===== src/rtl/riscv_pkg.sv =====
// Shared LSU definitions: FSM states, RV32I funct3 load/store codes and
// small decode helpers used by the LSU datapath.
package riscv_pkg;

    typedef enum logic [1:0] {
        ST_IDLE = 2'd0,
        ST_REQ  = 2'd1,
        ST_WAIT = 2'd2,
        ST_RESP = 2'd3
    } lsu_state_t;

    localparam logic [2:0] F3_LB  = 3'b000;
    localparam logic [2:0] F3_LH  = 3'b001;
    localparam logic [2:0] F3_LW  = 3'b010;
    localparam logic [2:0] F3_LBU = 3'b100;
    localparam logic [2:0] F3_LHU = 3'b101;
    localparam logic [2:0] F3_SB  = 3'b000;
    localparam logic [2:0] F3_SH  = 3'b001;
    localparam logic [2:0] F3_SW  = 3'b010;

    function automatic logic f3_legal(input logic is_store, input logic [2:0] f3);
        if (is_store)
            return (f3 == F3_SB) || (f3 == F3_SH) || (f3 == F3_SW);
        return (f3 == F3_LB) || (f3 == F3_LH) || (f3 == F3_LW) ||
               (f3 == F3_LBU) || (f3 == F3_LHU);
    endfunction

    // Only meaningful for legal codes; f3[1:0] encodes the access size.
    function automatic logic f3_misaligned(input logic [2:0] f3, input logic [1:0] offset);
        return ((f3[1:0] == 2'b01) && offset[0]) ||
               ((f3[1:0] == 2'b10) && (offset != 2'b00));
    endfunction

    function automatic logic [3:0] be_mask(input logic [2:0] f3, input logic [1:0] offset);
        case (f3[1:0])
            2'b00:   return 4'b0001 << offset;
            2'b01:   return 4'b0011 << offset;
            default: return 4'b1111;
        endcase
    endfunction

    function automatic logic [31:0] store_lanes(input logic [2:0] f3, input logic [31:0] wdata);
        case (f3[1:0])
            2'b00:   return {4{wdata[7:0]}};
            2'b01:   return {2{wdata[15:0]}};
            default: return wdata;
        endcase
    endfunction

endpackage


===== src/rtl/load_extend.sv =====
// Selects the addressed byte/half from a read word and sign- or zero-extends it.
module load_extend
    import riscv_pkg::*;
(
    input  logic [31:0] i_rdata,
    input  logic [1:0]  i_offset,
    input  logic [2:0]  i_funct3,
    output logic [31:0] o_data
);

    logic [31:0] w_shifted;

    assign w_shifted = i_rdata >> {i_offset, 3'b000};

    // Extend the low byte/half of the shifted word according to the load type.
    always_comb begin
        o_data = '0;
        case (i_funct3)
            F3_LB:   o_data = {{24{w_shifted[7]}}, w_shifted[7:0]};
            F3_LH:   o_data = {{16{w_shifted[15]}}, w_shifted[15:0]};
            F3_LW:   o_data = i_rdata;
            F3_LBU:  o_data = {24'd0, w_shifted[7:0]};
            F3_LHU:  o_data = {16'd0, w_shifted[15:0]};
            default: o_data = '0;
        endcase
    end

endmodule


===== src/rtl/lsu.sv =====
// Load/store unit: accepts one memory op from EX, runs a single bus
// transaction (or faults locally on misaligned/illegal ops) and returns a
// one-cycle completion pulse.
//
//   state   | meaning
//   --------+-----------------------------------------------
//   IDLE    | ready for a new op
//   REQ     | bus request asserted, waiting for grant
//   WAIT    | load granted, waiting for read data
//   RESP    | one-cycle completion (resp_valid)
module lsu
    import riscv_pkg::*;
#(
    parameter int DATA_WIDTH = 32
) (
    input  logic                  clk,
    input  logic                  rst_n,
    input  logic                  req_valid,
    output logic                  req_ready,
    input  logic                  req_is_store,
    input  logic [2:0]            req_funct3,
    input  logic [DATA_WIDTH-1:0] req_addr,
    input  logic [DATA_WIDTH-1:0] req_wdata,
    output logic                  mem_req,
    output logic                  mem_we,
    output logic [DATA_WIDTH-1:0] mem_addr,
    output logic [3:0]            mem_be,
    output logic [DATA_WIDTH-1:0] mem_wdata,
    input  logic                  mem_gnt,
    input  logic                  mem_rvalid,
    input  logic [DATA_WIDTH-1:0] mem_rdata,
    output logic                  resp_valid,
    output logic                  resp_err,
    output logic [DATA_WIDTH-1:0] resp_data,
    output logic                  busy
);

    lsu_state_t            r_state;
    lsu_state_t            w_next;
    logic [DATA_WIDTH-1:0] r_addr;
    logic [DATA_WIDTH-1:0] r_wdata;
    logic [2:0]            r_funct3;
    logic                  r_is_store;
    logic                  r_err;
    logic [DATA_WIDTH-1:0] r_resp_data;
    logic                  w_accept;
    logic                  w_bad;
    logic [DATA_WIDTH-1:0] w_ext_data;

    assign w_accept = req_valid && (r_state == ST_IDLE);
    assign w_bad    = !f3_legal(req_is_store, req_funct3) ||
                      f3_misaligned(req_funct3, req_addr[1:0]);

    load_extend u_load_extend (
        .i_rdata  (mem_rdata),
        .i_offset (r_addr[1:0]),
        .i_funct3 (r_funct3),
        .o_data   (w_ext_data)
    );

    // State register; reset abandons any op in flight.
    always_ff @(posedge clk or negedge rst_n) begin
        if (!rst_n)
            r_state <= ST_IDLE;
        else
            r_state <= w_next;
    end

    // Next-state and state-decoded outputs; bus/response outputs depend only
    // on registered state and latched op fields.
    always_comb begin
        w_next     = r_state;
        req_ready  = 1'b0;
        busy       = 1'b1;
        mem_req    = 1'b0;
        mem_we     = 1'b0;
        mem_addr   = '0;
        mem_be     = 4'b0000;
        mem_wdata  = '0;
        resp_valid = 1'b0;
        resp_err   = 1'b0;
        resp_data  = '0;
        case (r_state)
            ST_IDLE: begin
                req_ready = 1'b1;
                busy      = 1'b0;
                if (w_accept)
                    w_next = w_bad ? ST_RESP : ST_REQ;
            end
            ST_REQ: begin
                mem_req  = 1'b1;
                mem_we   = r_is_store;
                mem_addr = {r_addr[DATA_WIDTH-1:2], 2'b00};
                mem_be   = be_mask(r_funct3, r_addr[1:0]);
                if (r_is_store)
                    mem_wdata = store_lanes(r_funct3, r_wdata);
                if (mem_gnt)
                    w_next = r_is_store ? ST_RESP : ST_WAIT;
            end
            ST_WAIT: begin
                if (mem_rvalid)
                    w_next = ST_RESP;
            end
            ST_RESP: begin
                resp_valid = 1'b1;
                resp_err   = r_err;
                resp_data  = r_resp_data;
                w_next     = ST_IDLE;
            end
            default: w_next = ST_IDLE;
        endcase
    end

    // Latch the op on handshake and capture extended load data in WAIT.
    always_ff @(posedge clk or negedge rst_n) begin
        if (!rst_n) begin
            r_addr      <= '0;
            r_wdata     <= '0;
            r_funct3    <= 3'b000;
            r_is_store  <= 1'b0;
            r_err       <= 1'b0;
            r_resp_data <= '0;
        end else if (w_accept) begin
            r_addr      <= req_addr;
            r_wdata     <= req_wdata;
            r_funct3    <= req_funct3;
            r_is_store  <= req_is_store;
            r_err       <= w_bad;
            r_resp_data <= '0;
        end else if ((r_state == ST_WAIT) && mem_rvalid) begin
            r_resp_data <= w_ext_data;
        end
    end

endmodule


===== config.mk =====
export PLATFORM = sky130hd
export DESIGN_NAME = lsu
export DESIGN_NICKNAME = d
export VERILOG_FILES = /design/src/rtl/riscv_pkg.sv /design/src/rtl/load_extend.sv /design/src/rtl/lsu.sv
export SDC_FILE = /design/constraint.sdc
export NUM_CORES = 1
export LEC_CHECK = 0
export CAP_MARGIN = 15
export CORE_MARGIN = 2
export CORE_UTILIZATION = 40
export CTS_CLUSTER_SIZE = 24
export DETAILED_ROUTE_END_ITERATION = 6
export PLACE_DENSITY_LB_ADDON = 0.3
export SETUP_SLACK_MARGIN = 0.5
export SYNTH_ARGS = -nofsm -noshare
export SYNTH_HDL_FRONTEND = slang
export SYNTH_SLANG_ARGS = --single-unit

===== constraint.sdc =====
create_clock -name clk -period 3.8 [get_ports clk]
set_input_delay 0.57 -clock clk [delete_from_list [all_inputs] [get_ports clk]]
set_output_delay 0.57 -clock clk [all_outputs]
set_load 0.05 [all_outputs]

# Word level (Yosys, flattened, before mapping)
# Index checks and enable logic that the tools add are counted.
[classes]
n_shift = 3
n_mux = 25
eq_ne = 17
reduce_logical = 18
[ops]
columns = ["cell", "count"]
rows = [
  ["$mux W32", 6],
  ["$pmux W32 S5", 1],
  ["$pmux W32 S2", 1],
  ["$shr A32 B5 Y16", 1],
  ["$eq A3 B3 Y1 const B", 4],
  ["$mux W1", 10],
  ["$mux W2", 4],
  ["$pmux W2 S4", 1],
  ["$pmux W4 S2", 1],
  ["$eq A2 B1 Y1 const B", 3],
  ["$eq A2 B2 Y1 const B", 3],
  ["$eq A3 B1 Y1 const B", 2],
  ["$eq A3 B2 Y1 const B", 2],
  ["$logic_not A3 Y1", 2],
  ["$logic_or A1 B1 Y1", 6],
  ["$ne A2 B2 Y1 const B", 3],
  ["$logic_and A1 B1 Y1", 4],
  ["$logic_not A2 Y1", 2],
  ["$mux W4", 1],
  ["$reduce_bool A2 Y1", 2],
  ["$shl A1 B2 Y4 const A", 1],
  ["$shl A2 B2 Y4 const A", 1],
  ["$reduce_and A3 Y1", 1],
  ["$logic_not A1 Y1", 1],
]
[word_totals]
out_inout_bits = 106
register_bits = 103
in_bits = 105

# Logic depth before layout (Yosys ltp)
# Gate-level depths: netlist of run 1.
[depth]
word_depth = 11
depth_mapped = 8
mapped_depth_nobuf = 6

# Modules after synthesis
# A second synthesis of run 1 with hierarchy kept.
[unflattened]
hier_cells = 521
area_unflattened_um2 = 5764.3
[by_module_without_submodules]
columns = ["module", "cells_per_inst", "area_per_inst_um2", "instances", "seq_area_each_um2"]
rows = [
  ["lsu", 407, 4927.2, 1, 2577.5],
  ["load_extend", 114, 837.1, 1, 0.0],
]

# Worst setup path after synthesis of run 1
# Ideal clock, no wire load.
[synth_timing]
kind = "register to output"
start = "register r_state[1]"
end = "output mem_wdata[12]"
t_required_ps = 3230
stages_incl_launch_ff = 6
setup_slack_ps = 896
t_arrival_ps = 2334
path_buffers = 1
cell_sequence = "dfrtp_1 inv_1 ha_1 nand2_1 clkbuf_1 a21oi_1"
[synth_between]
elab_chain_len = 2
[synth_rtl]
columns = ["item", "line_no", "source"]
rows = [
  ["start, declared", "lsu.sv:38", "lsu_state_t r_state;"],
  ["start signal, assigned", "lsu.sv:66", "r_state <= w_next;"],
  ["$eq A2 B1 Y1", "lsu.sv:83", "case (r_state)"],
  ["$mux W32", "lsu.sv:83", ""],
  ["end, declared", "lsu.sv:28", "output logic [DATA_WIDTH-1:0] mem_wdata,"],
]
# No other way between the ends.

# Final worst setup path of run 1
[layout_timing]
start = "register r_addr[0]"
end = "output mem_be[2]"
[layout_between]
elab_chain_len = 3
[layout_rtl]
columns = ["item", "line_no", "source"]
rows = [
  ["start, declared", "lsu.sv:40", "logic [DATA_WIDTH-1:0] r_addr;"],
  ["start signal, assigned", "lsu.sv:124", "r_addr <= req_addr;"],
  ["$shl A2 B2 Y4 or $shl A1 B2 Y4 (tied branches)", "riscv_pkg.sv:37, riscv_pkg.sv:36", ""],
  ["$pmux W4 S2 (*)", "riscv_pkg.sv:35", "case (f3[1:0])"],
  ["$mux W4 (*)", "lsu.sv:83", ""],
  ["end, declared", "lsu.sv:27", "output logic [3:0] mem_be,"],
]
# Every way passes the cells marked *; elsewhere a longest branch is shown, timed or not.

==> results by group, run 1 <==
Global route
  – Initial antenna violation count: 0
  – Vias in the first global route: 4747
  – Total GRT Usage: between 20% and 30%
  – Largest net degree at the start of global routing: a little under 80
  – First-pass GRT wire length: ~26 mm
  – GRT overflow: 0

Critical path
  – Worst setup path class: flop to primary output
  – Worst setup SP type: flop
  – Worst setup EP type: primary output
  – Reg2reg setup slack: around 1500 ps
  – Crit path cell chain: nor2b_2 > a211oi_1 > nor2b_1 > clkdlybuf4s50_1
  – CP max stage cell: clkdlybuf4s50_1
  – Worst EP required: about 3200 ps
  – R2R cell count: 5
  – CP arrival: around 2600 ps
  – Slowest Stage Delay on Critical Path: 860 ps
  – RR Startpoint: r_funct3[0]$_DFFE_PN0P_
  – Critical path peak fanout: 15
  – Crit path launch: r_addr[0]$_DFFE_PN0P_
  – RR Endpoint: r_resp_data[11]$_DFFE_PN0P_
  – Worst Setup EP: mem_be[2]

Synth
  – Sequential share of the synthesized area: between 40 and 50%
  – Synth Area in Adders: 0.926%
  – Post-synth top flop: dfrtp_1
  – Synth Area in Simple Gates: between 10 and 15%
  – Synth Cell Area: approximately 5400 um^2
  – Leading area contributor after synthesis: dfrtp_1
  – Syn. warnings: 0
  – Main combinational cell family by area after synthesis: multiplexers
  – Post-Syn Area per Cell: between 10 and 15 um^2
  – Post-synth cell types: 43
  – Synth Register Bits: 103
  – Synth Area in Compound Gates: between 10% and 20%
  – XOR/XNOR Fraction of Synth Area: 0%
  – Gate Count Post-Synth: 492
  – Top area cells in the synthesized netlist: dfrtp_1, mux2_2, and2_1
  – EDFF count, synth: 0
  – Async S/R FF share, synth: 100%
  – Mux cell area share after synthesis: 19.0%
  – Synth top area share: ~48%

Placement
  – Placer Congestion: between 0.8 and 0.9
  – DP Area: 7850 um^2
  – HPWL Detailed: around 12 mm
  – Cells after DPL: 846
  – Port bufs: between 200 and 250

Detailed routing
  – Wire per inst: between 15 and 20 um
  – DRC viols: 0
  – Via count: ~4700
  – Pre-Repair DR Iteration Count: 5
  – Antenna-violating nets left: 0
  – 1st-iter DRT viols: roughly 250
  – Final wirelength: 16.4 mm
  – Vias per cell: about 5.4

CTS
  – CTS sink count: ~100
  – TritonCTS buffer count: 9
  – Hold_buf cts: 0
  – CTS tree: yes
  – Worst-path clk slew: 70 ps
  – CTS H-tree lvls: 3
  – CTS max path bufs: 2
  – # resized after CTS: 0
  – Clk Latency, worst-skew pair: about 350 ps
  – Post-CTS Setup Repair Bufs: 0
  – CTS Root Cell: clkbuf_16

STA
  – Minimum clock period: ~3200 ps
  – Fmax: roughly 320 MHz
  – Max Clock Skew: between 7 and 8 ps
  – Final Max Tran Viols: 0
  – RSZ-0062 raised after global routing: no
  – Slew margin rel.: between 30% and 40%
  – Fin. Hold Viols: 0
  – Setup_tns: 0 ps
  – Fin crit share: 83.2%
  – Worst-Margin Slew: 965 ps
  – Final setup viols: 0

Die
  – Die Ht: 120 um
  – Core ar.: roughly 13000 um^2
  – Die ar.: 14500 um^2
  – I/O Pins: around 210
  – Row Count: 42
  – Die width: roughly 120 um
  – Initial Utilization: 40.8%

Run
  – Max Cap Violations: 0

Layout
  – Area Overhead vs Synth: 51.0%
  – Post-layout instance area: approximately 8200 um^2
  – Fin nets: slightly below 800
  – Share of cells above drive strength 1: about a fifth
  – Fillers: roughly 1100
  – Antenna fix cells: 0
  – Layout Cells excl Fill: about 860
  – Final Core Density: approximately 60%

Outcome
  – Status: finished clean

Power
  – Total power: 6.45 mW
  – Leak pwr: approximately 3.4 nW
  – Maximum VDD drop: roughly 0.47 mV
  – Power Density: roughly 790 nW/um^2

Hold path
  – Worst min-delay path class: input pin to async pin
## critical path: cells and delay by family, from the launching register on
| kind | cells | cell delay, ps |
|---|---|---|
| compound gates | 1 | 150 |
| flops | 1 | 640 |
| simple gates | 2 | 580 |
| buf+inv | 1 | 860 |
## sequential cells by signal, summed over array words and instances (netlist names)
| register | cells |
|---|---|
| r_wdata | 32 |
| r_state | 2 |
| r_err | 1 |
| r_addr | 32 |
| r_funct3 | 3 |
| r_is_store | 1 |
| r_resp_data | 32 |
## synth_stat cells (2+ instances only)
cell type and count:
a2bb2oi_1 2, buf_1 3, mux2i_1 18, o211ai_1 2, nand2_1 16, buf_6 2
mux2_2 73, a22oi_1 21, buf_4 4, clkbuf_1 20, o21a_1 3, buf_2 10
a21oi_1 20, and2_1 64, a21boi_0 5, a221o_1 18, a22o_1 6, inv_1 6
nor2b_1 5, o31ai_1 2, and3_1 10, ha_1 4, dfrtp_1 103, o21ai_0 23
nand3_1 2, nor2_1 32, nor3_1 2
## report_power, final
group / switching [mW] / internal, mW
logic: 2.03 / 1.51
registers: 0.378 / 1.57
clock network: 0.425 / 0.531
total: 2.84 / 3.61
## routing by layer
layer	global-route usage [%]	vias up	wire length, um
li1	-	2131	-
met2	36.9	208	7880
met5	0	-	0
met4	9.74	0	507
met1	28.3	2279	6640
met3	6.65	32	1340
## cells in the final DEF, fill, tap and decap left out, drive strengths merged, types with 16 or more instances in the layout
master and count:
mux2 73, buf 34, a22oi 21, a21oi 20, nand2 16, and2 64
mux2i 18, clkdlybuf4s50 182, dfrtp 103, a221o 18, o21ai 23, nor2 32
## final cells by class
cell class	count	area (um^2)	area share (%)
well taps	176	220	2.70
multi-input cells	345	2630	32.3
repair buffers	216	2400	29.4
clock inverters	6	67.6	0.828
inverters	6	22.5	0.276
flip-flops and latches	103	2580	31.6
clock buffers	10	239	2.93
## per-stage QoR
stage          hold slack (ps)  worst slack [ps]
4_1_cts                    419               506
6_report                   371               639
3_5_place_dp               465               914
5_1_grt                    462               523
2_1_floorplan              274               896
3_3_place_gp               458               959
## how the worst min path moves through the flow
stage,from,to,cells after the start,slack (ps)
final,rst_n,r_resp_data[11]$_DFFE_PN0P_,1,370
after detailed placement,r_err$_DFFE_PN0P_,r_err$_DFFE_PN0P_,2,470
after global placement,r_err$_DFFE_PN0P_,r_err$_DFFE_PN0P_,2,460
after global routing,rst_n,r_resp_data[5]$_DFFE_PN0P_,1,460
after CTS,rst_n,r_resp_data[11]$_DFFE_PN0P_,1,420
after floorplan,rst_n,r_addr[0]$_DFFE_PN0P_,0,270
## kinds of logic after synthesis
logic type      count (synthesis)
simple gates                  139
other cells                     1
fa+ha+maj                       4
flops                         103
mux                            92
compound gates                108
buf+inv                        45
No activity file was read; power rests on OpenSTA's default activity.
==> run 2, diff against run 1 <==
==> constraint.sdc (replaced) <==
create_clock -name clk -period 2.8 [get_ports clk]
set_input_delay 0.42 -clock clk [delete_from_list [all_inputs] [get_ports clk]]
set_output_delay 0.42 -clock clk [all_outputs]
set_load 0.05 [all_outputs]
==> results by group, run 2 (synthesis results as in run 1) <==
Die
  – Initial Utilization: 40.8% (unchanged)
  – Die width: 120 um (unchanged)
  – Die ar.: 14500 um^2 (unchanged)
  – Core ar.: 13200 um^2 (unchanged)
  – I/O Pins: 211 (unchanged)
  – Die Ht: 120 um (unchanged)
  – Row Count: 42 (unchanged)

Layout
  – Fin nets: 796 (was 790)
  – Footprint of the multi-input gates: 2720 um^2 (was 2630 um^2)
  – Fillers: 1105 (was 1120)
  – Largest regs: r_addr: 32 flops, r_resp_data: 32 flops, r_wdata: 32 flops (unchanged)
  – Layout Cells excl Fill: 868 (was 862)
  – Post-layout instance area: 8210 um^2 (was 8160 um^2)
  – Antenna fix cells: 0 (unchanged)
  – Most frequent cells in the layout: clkdlybuf4s50_1, dfrtp_1, buf_4 (was clkdlybuf4s50_1, dfrtp_1, mux2_2)
  – Final Core Density: 62.0% (was 61.6%)
  – Share of cells above drive strength 1: 35.3% (was 19.2%)
  – Register area: 2580 um^2 (about the same)
  – Most common cell after layout, fill and taps aside: clkdlybuf4s50_1 (unchanged)
  – Area Overhead vs Synth: 51.8% (was 51.0%)

CTS
  – CTS H-tree lvls: 3 (unchanged)
  – CTS sink count: 103 (unchanged)
  – Clk Latency, worst-skew pair: 340 ps (was 350 ps)
  – CTS tree: yes (unchanged)
  – CTS max path bufs: 2 (unchanged)
  – TritonCTS buffer count: 9 (unchanged)
  – CTS Root Cell: clkbuf_16 (unchanged)
  – Worst-path clk slew: 60 ps (was 70 ps)

Power
  – Maximum VDD drop: 0.679 mV (was 0.473 mV)
  – Power Density: 1080 nW/um^2 (was 790 nW/um^2)
  – Total power: 8.86 mW (was 6.45 mW)
  – Leak pwr: 3.60 nW (was 3.39 nW)

STA
  – Post-route worst setup slack: 603 ps (was 639 ps)
  – Setup_tns: 0 ps (unchanged)
  – Max Clock Skew: 4.83 ps (was 7.03 ps)
  – Slew margin rel.: 53.9% (was 35.7%)
  – Fin crit share: approximately four fifths
  – Worst-Margin Slew: 691 ps (was 965 ps)
  – Fin. Hold Viols: 0 (unchanged)
  – Fmax: 455 MHz
  – RSZ-0062 raised after global routing: no (unchanged)
  – Hold slack final: 118 ps (was 371 ps)
  – Final Max Tran Viols: 0 (unchanged)
  – Final setup viols: 0 (unchanged)
  – Minimum clock period: ~2200 ps

Placement
  – DP Area: 7800 um^2 (was 7850 um^2)
  – Pre-CTS setup slack: 374 ps (was 914 ps)
  – Placer Congestion: 0.902 (was 0.894)
  – HPWL Detailed: 12.0 mm (about the same)
  – Port bufs: 208 (unchanged)
  – Cells after DPL: 849 (was 846)

Detailed routing
  – Wire per inst: 18.4 um (was 19.0 um)
  – Final wirelength: 16.0 mm (was 16.4 mm)
  – Pre-Repair DR Iteration Count: 4 (was 5)
  – 1st-iter DRT viols: 303 (was 246)
  – DRC viols: 0 (unchanged)
  – Via count: 4617 (was 4650)
  – Vias per cell: 5.32 (was 5.39)
  – Antenna-violating nets left: 0 (unchanged)

Global route
  – Vias in the first global route: 4790 (was 4747)
  – Initial antenna violation count: 0 (unchanged)
  – Largest net degree at the start of global routing: 53 (was 78)
  – Total GRT Usage: 22.1% (was 22.7%)
  – First-pass GRT wire length: 24.9 mm (was 25.5 mm)
  – GRT overflow: 0 (unchanged)

Critical path
  – Worst setup SP type: flop (unchanged)
  – Critical path peak fanout: 30 (was 15)
  – Worst setup path class: flop to primary output (unchanged)
  – CP arrival: 1780 ps (was 2590 ps)
  – Worst setup EP type: primary output (unchanged)
  – Worst EP required: 2380 ps (was 3230 ps)

Outcome
  – Status: finished clean (unchanged)

Run
  – Max Cap Violations: 0 (unchanged)

Hold path
  – Worst min-delay path class: input pin to async pin (unchanged)
==> run 2: routing by layer <==
layer / part of all wire (%) / routed length [um] / up-vias / global-route usage [%]
li1: - / - / 2152 / -
met1: 40 / 6430 / 2244 / 26.9
met2: 49 / 7760 / 193 / 36.8
met3: 8.5 / 1370 / 28 / 6.42
met4: 2.7 / 430 / 0 / 9.23
met5: 0 / 0 / - / 0
==> run 2: path summary, 6_finish.rpt <==
kind / depth (start not counted) / slack [ps] / to / start
hold reg to reg: 2 / 480 / r_err$_DFFE_PN0P_ / r_err$_DFFE_PN0P_
max in group asynchronous: 2 / 1950 / r_addr[1]$_DFFE_PN0P_ / rst_n
setup / recovery: 6 / 600 / mem_addr[22] / r_state[1]$_DFFE_PN0P_
min in group clk: 2 / 480 / r_err$_DFFE_PN0P_ / r_err$_DFFE_PN0P_
setup reg to reg: 5 / 750 / r_resp_data[17]$_DFFE_PN0P_ / r_state[1]$_DFFE_PN0P_
hold / removal: 1 / 120 / r_wdata[26]$_DFFE_PN0P_ / rst_n
==> run 2: power breakdown <==
part	total, mW	internal (mW)	switching [mW]
sequential	2.75	2.14	0.606
combinational	4.83	2.10	2.73
clock	1.28	0.744	0.534
==> run 2: worst max-delay path: stages (launching register included) <==
cell     delay, ps
dfrtp_1        420
inv_1          150
ha_4           190
buf_4          160
buf_12         170
and2_1         150
buf_4          200
==> run 2: what timing repair did <==
item / in CTS / in global routing
hold buffers: 0 / 0
pin swaps: 0 / 1
setup buffers: 2 / 1
gates resized for setup: 18 / 8
cloned: 0 / 0
setup endpoints to repair: 78 / 70
==> run 2: area by class of cell <==
| type | instances | share of cell area [%] |
|---|---|---|
| sequential | 103 | 31.5 |
| multi-input combinational | 345 | 33.2 |
| clock buffer | 12 | 3.13 |
| timing repair buffer | 222 | 28.6 |
| clock inverter | 4 | 0.656 |
| tap | 176 | 2.68 |
| inverter | 6 | 0.274 |
